File: src/rtl/lz4_pkg.sv
// Shared definitions for the LZ4 match FIFO reader: match-word field layout,
// reader FSM state type and output buffer depth.
package lz4_pkg;

    localparam int OFFSET_MSB = 31;
    localparam int OFFSET_LSB = 16;
    localparam int MLEN_MSB   = 15;
    localparam int MLEN_LSB   = 8;
    localparam int LLEN_MSB   = 7;
    localparam int LLEN_LSB   = 0;

    localparam int WORD_W     = 32;
    localparam int BUF_DEPTH  = 2;
    localparam logic [1:0] BUF_FULL = 2'(BUF_DEPTH);

    typedef enum logic [1:0] {
        ST_IDLE  = 2'd0,
        ST_RUN   = 2'd1,
        ST_DRAIN = 2'd2,
        ST_DONE  = 2'd3
    } rd_state_e;

    function automatic logic [OFFSET_MSB-OFFSET_LSB:0] get_offset(input logic [WORD_W-1:0] w);
        return w[OFFSET_MSB:OFFSET_LSB];
    endfunction

    function automatic logic [MLEN_MSB-MLEN_LSB:0] get_mlen(input logic [WORD_W-1:0] w);
        return w[MLEN_MSB:MLEN_LSB];
    endfunction

    function automatic logic [LLEN_MSB-LLEN_LSB:0] get_llen(input logic [WORD_W-1:0] w);
        return w[LLEN_MSB:LLEN_LSB];
    endfunction

endpackage

File: src/rtl/match_skid_buf.sv
// Two-entry circular buffer holding popped match words; supports push and pop
// in the same cycle, including when full (the pop frees the slot being written).
module match_skid_buf
    import lz4_pkg::*;
(
    input  logic              clk,
    input  logic              rstN,
    input  logic              flush_i,
    input  logic              push_i,
    input  logic [WORD_W-1:0] push_data_i,
    input  logic              pop_i,
    output logic [WORD_W-1:0] head_o,
    output logic [1:0]        count_o
);

    logic [WORD_W-1:0] mem_q [BUF_DEPTH];
    logic              rd_ptr_q, rd_ptr_d;
    logic              wr_ptr_q, wr_ptr_d;
    logic [1:0]        count_q, count_d;
    logic              pop_ok_s;
    logic              push_ok_s;

    assign pop_ok_s  = pop_i && (count_q != 2'd0);
    assign push_ok_s = push_i && ((count_q != BUF_FULL) || pop_ok_s);

    // Pointer and occupancy next-state.
    always_comb begin
        rd_ptr_d = rd_ptr_q;
        wr_ptr_d = wr_ptr_q;
        count_d  = count_q;
        if (flush_i) begin
            rd_ptr_d = 1'b0;
            wr_ptr_d = 1'b0;
            count_d  = 2'd0;
        end else begin
            if (pop_ok_s) begin
                rd_ptr_d = rd_ptr_q + 1'b1;
            end else begin
                rd_ptr_d = rd_ptr_q;
            end
            if (push_ok_s) begin
                wr_ptr_d = wr_ptr_q + 1'b1;
            end else begin
                wr_ptr_d = wr_ptr_q;
            end
            case ({push_ok_s, pop_ok_s})
                2'b10:   count_d = count_q + 2'd1;
                2'b01:   count_d = count_q - 2'd1;
                default: count_d = count_q;
            endcase
        end
    end

    // Pointer and occupancy registers.
    always_ff @(posedge clk or negedge rstN) begin
        if (!rstN) begin
            rd_ptr_q <= 1'b0;
            wr_ptr_q <= 1'b0;
            count_q  <= 2'd0;
        end else begin
            rd_ptr_q <= rd_ptr_d;
            wr_ptr_q <= wr_ptr_d;
            count_q  <= count_d;
        end
    end

    // Storage; a popped slot is zeroed so an empty buffer presents all-zero data.
    always_ff @(posedge clk or negedge rstN) begin
        if (!rstN) begin
            for (int i = 0; i < BUF_DEPTH; i++) begin
                mem_q[i] <= '0;
            end
        end else begin
            for (int i = 0; i < BUF_DEPTH; i++) begin
                if (flush_i) begin
                    mem_q[i] <= '0;
                end else if (push_ok_s && (wr_ptr_q == i[0])) begin
                    mem_q[i] <= push_data_i;
                end else if (pop_ok_s && (rd_ptr_q == i[0])) begin
                    mem_q[i] <= '0;
                end else begin
                    mem_q[i] <= mem_q[i];
                end
            end
        end
    end

    assign head_o  = mem_q[rd_ptr_q];
    assign count_o = count_q;

endmodule

File: src/rtl/match_fifo_reader.sv
// Pops match words from the match FIFO, buffers them and presents decoded
// sequences downstream with end-of-file marking. Optional MATCH_READER_STAT_EN
// adds a saturating count of delivered sequences on stat_words.
module match_fifo_reader
    import lz4_pkg::*;
(
    input  logic        clk,
    input  logic        rstN,
    input  logic        start_compress,
    input  logic        fifo_empty,
    input  logic        fifo_file_end,
    output logic        fifo_rd_req,
    input  logic [31:0] fifo_odata,
    input  logic        fifo_odata_valid,
    output logic        out_valid,
    input  logic        out_ready,
    output logic [15:0] out_offset,
    output logic [7:0]  out_match_len,
    output logic [7:0]  out_lit_len,
    output logic        out_last,
    output logic        done,
    output logic        busy
`ifdef MATCH_READER_STAT_EN
    ,
    output logic [31:0] stat_words
`endif
);

    rd_state_e         state_q, state_d;
    logic              inflight_q;
    logic              done_q, done_d;
    logic              busy_q, busy_d;
    logic [WORD_W-1:0] head_s;
    logic [1:0]        occ_s;
    logic              active_s;
    logic              start_ok_s;
    logic              holdback_s;
    logic              xfer_s;
    logic              last_xfer_s;
    logic [2:0]        pipe_sum_s;
    logic              room_s;

    assign active_s   = (state_q == ST_RUN) || (state_q == ST_DRAIN);
    assign start_ok_s = start_compress && ((state_q == ST_IDLE) || (state_q == ST_DONE));

    // A lone word with nothing behind it may still turn out to be the last one.
    assign holdback_s  = (occ_s == 2'd1) && !inflight_q && fifo_empty && !fifo_file_end;
    assign out_valid   = active_s && (occ_s != 2'd0) && !holdback_s;
    assign xfer_s      = out_valid && out_ready;
    assign out_last    = out_valid && fifo_file_end && (occ_s == 2'd1) && !inflight_q;
    assign last_xfer_s = xfer_s && out_last;

    // Credit the slot freed by this cycle's transfer so a steady stream runs at one word per cycle.
    assign pipe_sum_s  = {1'b0, occ_s} + {2'b00, inflight_q};
    assign room_s      = pipe_sum_s < (3'd2 + {2'b00, xfer_s});
    assign fifo_rd_req = active_s && !fifo_empty && room_s;

    assign out_offset    = get_offset(head_s);
    assign out_match_len = get_mlen(head_s);
    assign out_lit_len   = get_llen(head_s);
    assign done          = done_q;
    assign busy          = busy_q;

    match_skid_buf u_buf (
        .clk         (clk),
        .rstN        (rstN),
        .flush_i     (start_ok_s),
        .push_i      (fifo_odata_valid),
        .push_data_i (fifo_odata),
        .pop_i       (xfer_s),
        .head_o      (head_s),
        .count_o     (occ_s)
    );

    // FSM next-state and done/busy next values.
    always_comb begin
        state_d = state_q;
        done_d  = 1'b0;
        case (state_q)
            ST_IDLE, ST_DONE: begin
                if (start_ok_s) begin
                    state_d = ST_RUN;
                end else begin
                    state_d = state_q;
                end
            end
            ST_RUN: begin
                if (fifo_file_end && last_xfer_s) begin
                    state_d = ST_DONE;
                    done_d  = 1'b1;
                end else if (fifo_file_end) begin
                    state_d = ST_DRAIN;
                end else begin
                    state_d = ST_RUN;
                end
            end
            ST_DRAIN: begin
                if (last_xfer_s || (fifo_file_end && (occ_s == 2'd0) && !inflight_q)) begin
                    state_d = ST_DONE;
                    done_d  = 1'b1;
                end else begin
                    state_d = ST_DRAIN;
                end
            end
            default: begin
                state_d = ST_IDLE;
            end
        endcase
        busy_d = (state_d == ST_RUN) || (state_d == ST_DRAIN);
    end

    // FSM, inflight tracking and pulse registers.
    always_ff @(posedge clk or negedge rstN) begin
        if (!rstN) begin
            state_q    <= ST_IDLE;
            inflight_q <= 1'b0;
            done_q     <= 1'b0;
            busy_q     <= 1'b0;
        end else begin
            state_q    <= state_d;
            inflight_q <= fifo_rd_req;
            done_q     <= done_d;
            busy_q     <= busy_d;
        end
    end

`ifdef MATCH_READER_STAT_EN
    logic [31:0] stat_q;

    // Saturating count of accepted sequences for the current file.
    always_ff @(posedge clk or negedge rstN) begin
        if (!rstN) begin
            stat_q <= 32'd0;
        end else if (start_ok_s) begin
            stat_q <= 32'd0;
        end else if (xfer_s && (stat_q != 32'hFFFF_FFFF)) begin
            stat_q <= stat_q + 32'd1;
        end else begin
            stat_q <= stat_q;
        end
    end

    assign stat_words = stat_q;
`endif

endmodule

File: config.mk
export PLATFORM = sky130hd
export DESIGN_NAME = match_fifo_reader
export DESIGN_NICKNAME = d
export VERILOG_FILES = /design/src/rtl/lz4_pkg.sv /design/src/rtl/match_skid_buf.sv /design/src/rtl/match_fifo_reader.sv
export SDC_FILE = /design/constraint.sdc
export NUM_CORES = 1
export LEC_CHECK = 0
export CAP_MARGIN = 0
export CORE_MARGIN = 10
export CORE_UTILIZATION = 47
export CTS_CLUSTER_SIZE = 28
export DETAILED_ROUTE_END_ITERATION = 10
export HOLD_SLACK_MARGIN = 0.02
export MAX_ROUTING_LAYER = met4
export PLACE_DENSITY = 0.83
export SLEW_MARGIN = 15
export SYNTH_ARGS = -nofsm -noshare
export SYNTH_HDL_FRONTEND = slang
export SYNTH_SLANG_ARGS = --single-unit
export TNS_END_PERCENT = 30
File: constraint.sdc
create_clock -name clk -period 2.1 [get_ports clk]
set_clock_uncertainty 0.15 [all_clocks]
set_input_delay 0.21 -clock clk [delete_from_list [all_inputs] [get_ports clk]]
set_output_delay 0.21 -clock clk [all_outputs]
set_load 0.02 [all_outputs]
Yosys cells after proc, flatten, opt, wreduce, memory -nomap -nowiden. Index checks and enable logic that the tools add are counted.

Bitwise gates (word level): 3. $add $sub $neg: 6. $lt $le $gt $ge: 2. Multiplexer cells: 23. Reduce and logical (&&, ||, !) cells: 40. Equal/unequal tests: 9.

Operators with widths (number): $mux 32 (9); $logic_and 1x1->1 (22); $reduce_bool 3->1 (3); $eq 2x1->1 const B (4); $eq 2x2->1 const B (4); $mux 2 (4); $mux 1 (7); $pmux 2 s3 (1); $reduce_bool 2->1 (3); $logic_or 1x1->1 (5); $logic_not 1->1 (4); $logic_not 2->1 (2); $pmux 2 s2 (1); $add 2x1->3 (1); $add 2x1->3 const A (1); $lt 3x3->1 (1); $add 1x1->1 const B (2); $add 2x1->2 const B (1); $ge 2x2->1 const B (1); $ne 2x2->1 const B (1); $not 1->1 (2); $not 1->2 (1); $pmux 1 s2 (1); $reduce_or 2->1 (1); $sub 2x1->2 const B (1).

Logic and storage cells: 92. Register bits: 73. Input bits: 39.

Longest topological paths before layout.
Depth after elaboration: 15. Gate-level depth with buffers: 8. Mapped depth without buffers: 6.

By module. A second synthesis with hierarchy kept.

Cell total of the unflattened synthesis: 353. Area total of the unflattened synthesis: 3847.4 sq um.

Modules (own cells, without submodules): match_skid_buf (times used 1, seq. area each 1701.6 sq um, cells each 321, area each 3512.1 sq um); match_fifo_reader (times used 1, seq. area each 125.1 sq um, cells each 32, area each 335.3 sq um).

Worst setup path before layout. Ideal clock, no wire load.

Path kind: register to register. Start: reg state_q[0]. End: reg inflight_q. Setup slack: -0.235 ns. Stages on the path, launching flop included: 7. Path buffers: 0. Library setup time: 0.210 ns. Arrival time: 1.975 ns. Cell sequence: dfrtp_1 -> inv_1 -> ha_1 -> nor3b_2 -> nand2_1 -> o21ai_0 -> nor4b_1.

Word-level cells in the longest chain between the ends: 8. Elaborated cells between the ends (all ways): 10.

RTL lines: from (decl) (line match_fifo_reader.sv:29) `rd_state_e state_q, state_d;`; from (signal assigned) (line match_fifo_reader.sv:120) `state_q <= state_d;`; $eq 2x1->1 / $eq 2x2->1 (equally long branches) (line match_fifo_reader.sv:43) `assign active_s = (state_q == ST_RUN) || (state_q == ST_DRAIN);`; $logic_or 1x1->1 * (line match_fifo_reader.sv:43); $logic_and 1x1->1 (2 in a row) (line match_fifo_reader.sv:48) `assign out_valid = active_s && (occ_s != 2'd0) && !holdback_s;`; $logic_and 1x1->1 (line match_fifo_reader.sv:49) `assign xfer_s = out_valid && out_ready;`; $add 2x1->3 (line match_fifo_reader.sv:55) `assign room_s = pipe_sum_s < (3'd2 + {2'b00, xfer_s});`; $lt 3x3->1 (line match_fifo_reader.sv:55); $logic_and 1x1->1 * (line match_fifo_reader.sv:56) `assign fifo_rd_req = active_s && !fifo_empty && room_s;`; via fifo_rd_req (line match_fifo_reader.sv:12) `output logic fifo_rd_req,`; to (signal assigned) (line match_fifo_reader.sv:121) `inflight_q <= fifo_rd_req;`; to (decl) (line match_fifo_reader.sv:30) `logic inflight_q;`.

Mark *: on every way through the listed nets, which the timed path passes. The rest lies on a longest branch. A chain may end at the register's enable or synchronous reset.

Final worst setup path.
Start: reg state_q[1]. End: reg u_buf.mem_q[34] in the netlist's numbering.

Word-level cells in the longest chain between the ends: 11. Elaborated cells between the ends (all ways): 18.

RTL lines: $eq 2x1->1 / $eq 2x2->1 (equally long branches) (line match_fifo_reader.sv:43); $logic_or 1x1->1 (line match_fifo_reader.sv:43); $logic_and 1x1->1 (2 in a row) (line match_fifo_reader.sv:48); $logic_and 1x1->1 (line match_fifo_reader.sv:49); $logic_and 1x1->1 (line match_skid_buf.sv:23) `assign pop_ok_s = pop_i && (count_q != 2'd0);`; $logic_or 1x1->1 (line match_skid_buf.sv:24) `assign push_ok_s = push_i && ((count_q != BUF_FULL) || pop_ok_s);`; $logic_and 1x1->1 (line match_skid_buf.sv:24); $logic_and 1x1->1 (line match_skid_buf.sv:77) `end else if (push_ok_s && (wr_ptr_q == i[0])) begin`; $mux 32 (line match_skid_buf.sv:77); $mux 32 (line match_skid_buf.sv:75) `if (flush_i) begin`; to (signal, indexed assignment) (line match_skid_buf.sv:78) `mem_q[i] <= push_data_i;`; to (signal, indexed assignment) (line match_skid_buf.sv:82) `mem_q[i] <= mem_q[i];`; to (decl) (line match_skid_buf.sv:16) `logic [WORD_W-1:0] mem_q [BUF_DEPTH];`.

Several ways; a longest one is shown, not always the timed one.

==> results.md <==
* Status: finished, violations left
* Failing checks: negative setup slack
* Nets at 505
* Clk Latency, worst-skew pair at 0.36 ns
* Core ar. at 0.00785 mm^2
* Synthesized instance count at 360
* CP max stage delay at 0.42 ns
* Mapped Area at 0.00383 mm^2
* DRT Pass-1 Iters at 4
* Clock slew at reported path FFs at 0.08 ns
* Clk sinks at 73
* Distinct cells, synth at 38
* Pins Over Slew Limit at 0
* Critical Path Fanout Max at 16
* Post-synth EDFFs at 0
* Largest net degree at the start of global routing at 41
* RSZ-0062 raised after global routing: true
* Critical Path Start Type: register
* Final worst setup slack at -0.132 ns
* Die area at 0.0122 mm^2
* Seq/Total Area, Yosys at 0.477
* Slew @ Worst Pin at 0.556 ns
* Root buf cell: clkbuf_8
* Area Growth Syn to Fin at 37.7%
* Top delay family on crit path: simple AND/OR/NAND/NOR gates
* Post-synthesis compound-gate area fraction at 0.176
* P_int at 4820 uW
* Fillcell total at 593
* Total power draw at 8260 uW
* First-pass GRT wire length at 17800 um
* Achievable Freq at 448 MHz
* Register share of total power at 0.287
* Syn_area_per_cell at 10.6 um^2
* Vias per inst at 5.96
* Leak at 0.00247 uW
* Fraction of registers with async set/reset at 1.00
* Max-cap viol count at 0
* Data arrival, critical path at 2.33 ns
* Min-Delay Path Class: input pin to asynchronous set/reset pin
* Die W at 110 um
* Total net switching power at 3440 uW
* Dominant synthesized flop cell: dfrtp_1
* Setup TNS at -6.71 ns
* Max_slew headroom at 0.628
* Min Tclk post-route at 2.23 ns
* Period utilisation layout at 1.06
* Depth of the most critical reg-to-reg path at 8
* Syn nets at 406
* CP Data Required Time at 2.19 ns
* Largest family of logic cells by synthesized area: compound AO/OA/AOI/OAI gates
* Synth area leader: dfrtp_1
* Logic pwr share at 0.582
* Detailed Place HPWL at 7230 um
* Port Buffers at 75
* Initial antenna violation count at 0
* Post-Synth Simple-Gate Area at 0.161
* Reg2reg setup slack at -0.13 ns
* Avg WL per Cell at 20.5 um
* Maximum VDD drop at 874 uV
* Grt total ovfl at 0
* Synth top area cells: dfrtp_1 48%, mux2_2 9.7%, nor3_1 8.8%
* Initial Util at 0.488
* Clock network power share at 0.131
* Placement Rows at 32
* Antenna fix cells at 0
* Post-Synth Adder-Cell Area at 0.0229
* Io pins at 76
* Synth warn at 0
* Setup CP Type: register to register
* Seq cells post-synth at 73
* WL final at 11600 um
* Area of the multi-input gates at 0.00191 mm^2
* CP bufs+invs at 3
* Final instance area at 0.00528 mm^2
* Share of layout cells above drive strength 1 at 0.336
* Gpl congestion at 0.806
* DRC Markers at 0
* Mux cell area share after synthesis at 0.0996
* Finish-stage setup viols at 66
* Detail Route Antenna Nets at 0
* Final Hold Fails at 0
* Cells along the critical path: ha_4 -> nor3b_4 -> buf_4 -> a21boi_4 -> buf_4 -> or2_4 -> buf_8 -> a31o_2
* FF+latch area at 0.00183 mm^2
* Synth Area in XOR/XNOR at 0.00457
* CTS Buf Count at 9
* RR Startpoint: state_q[1]$_DFF_PN0_
* CP endpoint kind: register
* CTS H-tree depth at 3
* Critical-path top delay cell: dfrtp_1
* Vias in the first global route at 3508
* DP Area at 0.00486 mm^2
* Starting DRT DRC Count at 188
* Critical R2R Capture: u_buf.mem_q[34]$_DFFE_PN0P_
* Yosys top cell area share at 0.477
* CTS tree: built
* Most common cell on crit path: buf_4
* Total vias in the final route at 3376
* Die Span Y at 110 um
* GRT Overall Usage at 0.191
* Cell Pwr Density at 1570 mW/mm^2
* Sw frac at 0.416
* CTS max path bufs at 2
worst max path at each step:
stage / start / end / slack [ns] / cells after the start
2_1_floorplan: state_q[0]$_DFF_PN0_ / out_last / -0.06 / 5
3_3_place_gp: state_q[0]$_DFF_PN0_ / fifo_rd_req / -0.28 / 7
3_5_place_dp: state_q[0]$_DFF_PN0_ / fifo_rd_req / -0.38 / 7
4_1_cts: state_q[0]$_DFF_PN0_ / fifo_rd_req / -0.15 / 7
5_1_grt: state_q[1]$_DFF_PN0_ / fifo_rd_req / -0.22 / 6
6_report: state_q[1]$_DFF_PN0_ / u_buf.mem_q[34]$_DFFE_PN0P_ / -0.13 / 8
power by group through the flow:
stage / clock [uW] / combinational, uW / sequential [uW]
6_report: 1080 / 4810 / 2370
5_1_grt: 1160 / 5120 / 2430
4_1_cts: 1080 / 4530 / 2350
3_5_place_dp: 0 / 4480 / 2360
3_3_place_gp: 0 / 4390 / 2310
2_1_floorplan: 0 / 2830 / 2280
cells by family after synthesis:
kind of cell               Yosys count
buffers and inverters               42
muxes                               34
AOI/OAI and AO/OA                   81
adders and majority gates            7
xor gates and xnor gates             2
DFF                                 73
and+or+nand+nor                    121
metrics by stage:
| stage | setup slack [ns] | hold WS [ns] | cells | util |
|---|---|---|---|---|
| 2_1_floorplan | -0.0604 | -0.236 | 360 | - |
| 3_3_place_gp | -0.284 | 0.0461 | 539 | 0.620 |
| 3_5_place_dp | -0.379 | 0.0476 | 539 | 0.620 |
| 4_1_cts | -0.154 | 0.201 | 560 | 0.658 |
| 5_1_grt | -0.220 | 0.239 | 566 | 0.672 |
| 6_report | -0.132 | 0.187 | 566 | 0.672 |
area by class of cell:
type,count,area share
inverter,5,0.00356
sequential,73,0.346
clock buffer,13,0.0320
clock inverter,3,0.00451
multi-input combinational,246,0.361
timing repair buffer,124,0.228
tap,102,0.0242
layer usage:
metal	up-vias	track usage	wire (um)	share of wire
met5	-	-	0	0
met4	0	0.0780	238	0.021
met3	19	0.0331	716	0.062
met2	133	0.304	5610	0.48
met1	1688	0.236	5020	0.43
li1	1536	-	-	-
placed cells by master (no fill, tap or decap), drive strengths merged, types with 2 or more instances in the layout:
master / instances
dfrtp: 73
nor3: 67
a31o: 64
buf: 50
clkdlybuf4s50: 39
nand2: 36
mux2: 33
dlygate4sd2: 32
clkbuf: 15
a21oi: 7
ha: 7
o21ai: 5
inv: 5
nor2: 4
or3b: 2
or2: 2
a211oi: 2
clkinvlp: 2
nor3b: 2
registers in the layout (all words and copies together), names as in the netlist:
signal          flops
u_buf.mem_q        64
state_q             2
u_buf.count_o       2
busy                1
done                1
inflight_q          1
u_buf.rd_ptr_q      1
u_buf.wr_ptr_q      1
cells in the mapped netlist (3+ instances only):
cell	instances
a21oi_1	5
nor2_1	3
a31o_1	31
mux2_2	33
buf_6	7
buf_2	12
ha_1	7
a31o_2	33
clkbuf_1	11
nand2_1	36
nor3_1	67
buf_1	6
inv_1	5
o21ai_0	5
dfrtp_1	73
timing repair:
item,4_1_cts,5_1_grt
hold buffers,1,0
endpoints found under the setup margin,100,68
resized for setup,74,8
pin swaps,18,5
setup buffers,3,6
hold endpoints to repair,33,0
gates cloned,1,2
Power figures use the tool's default switching activity.
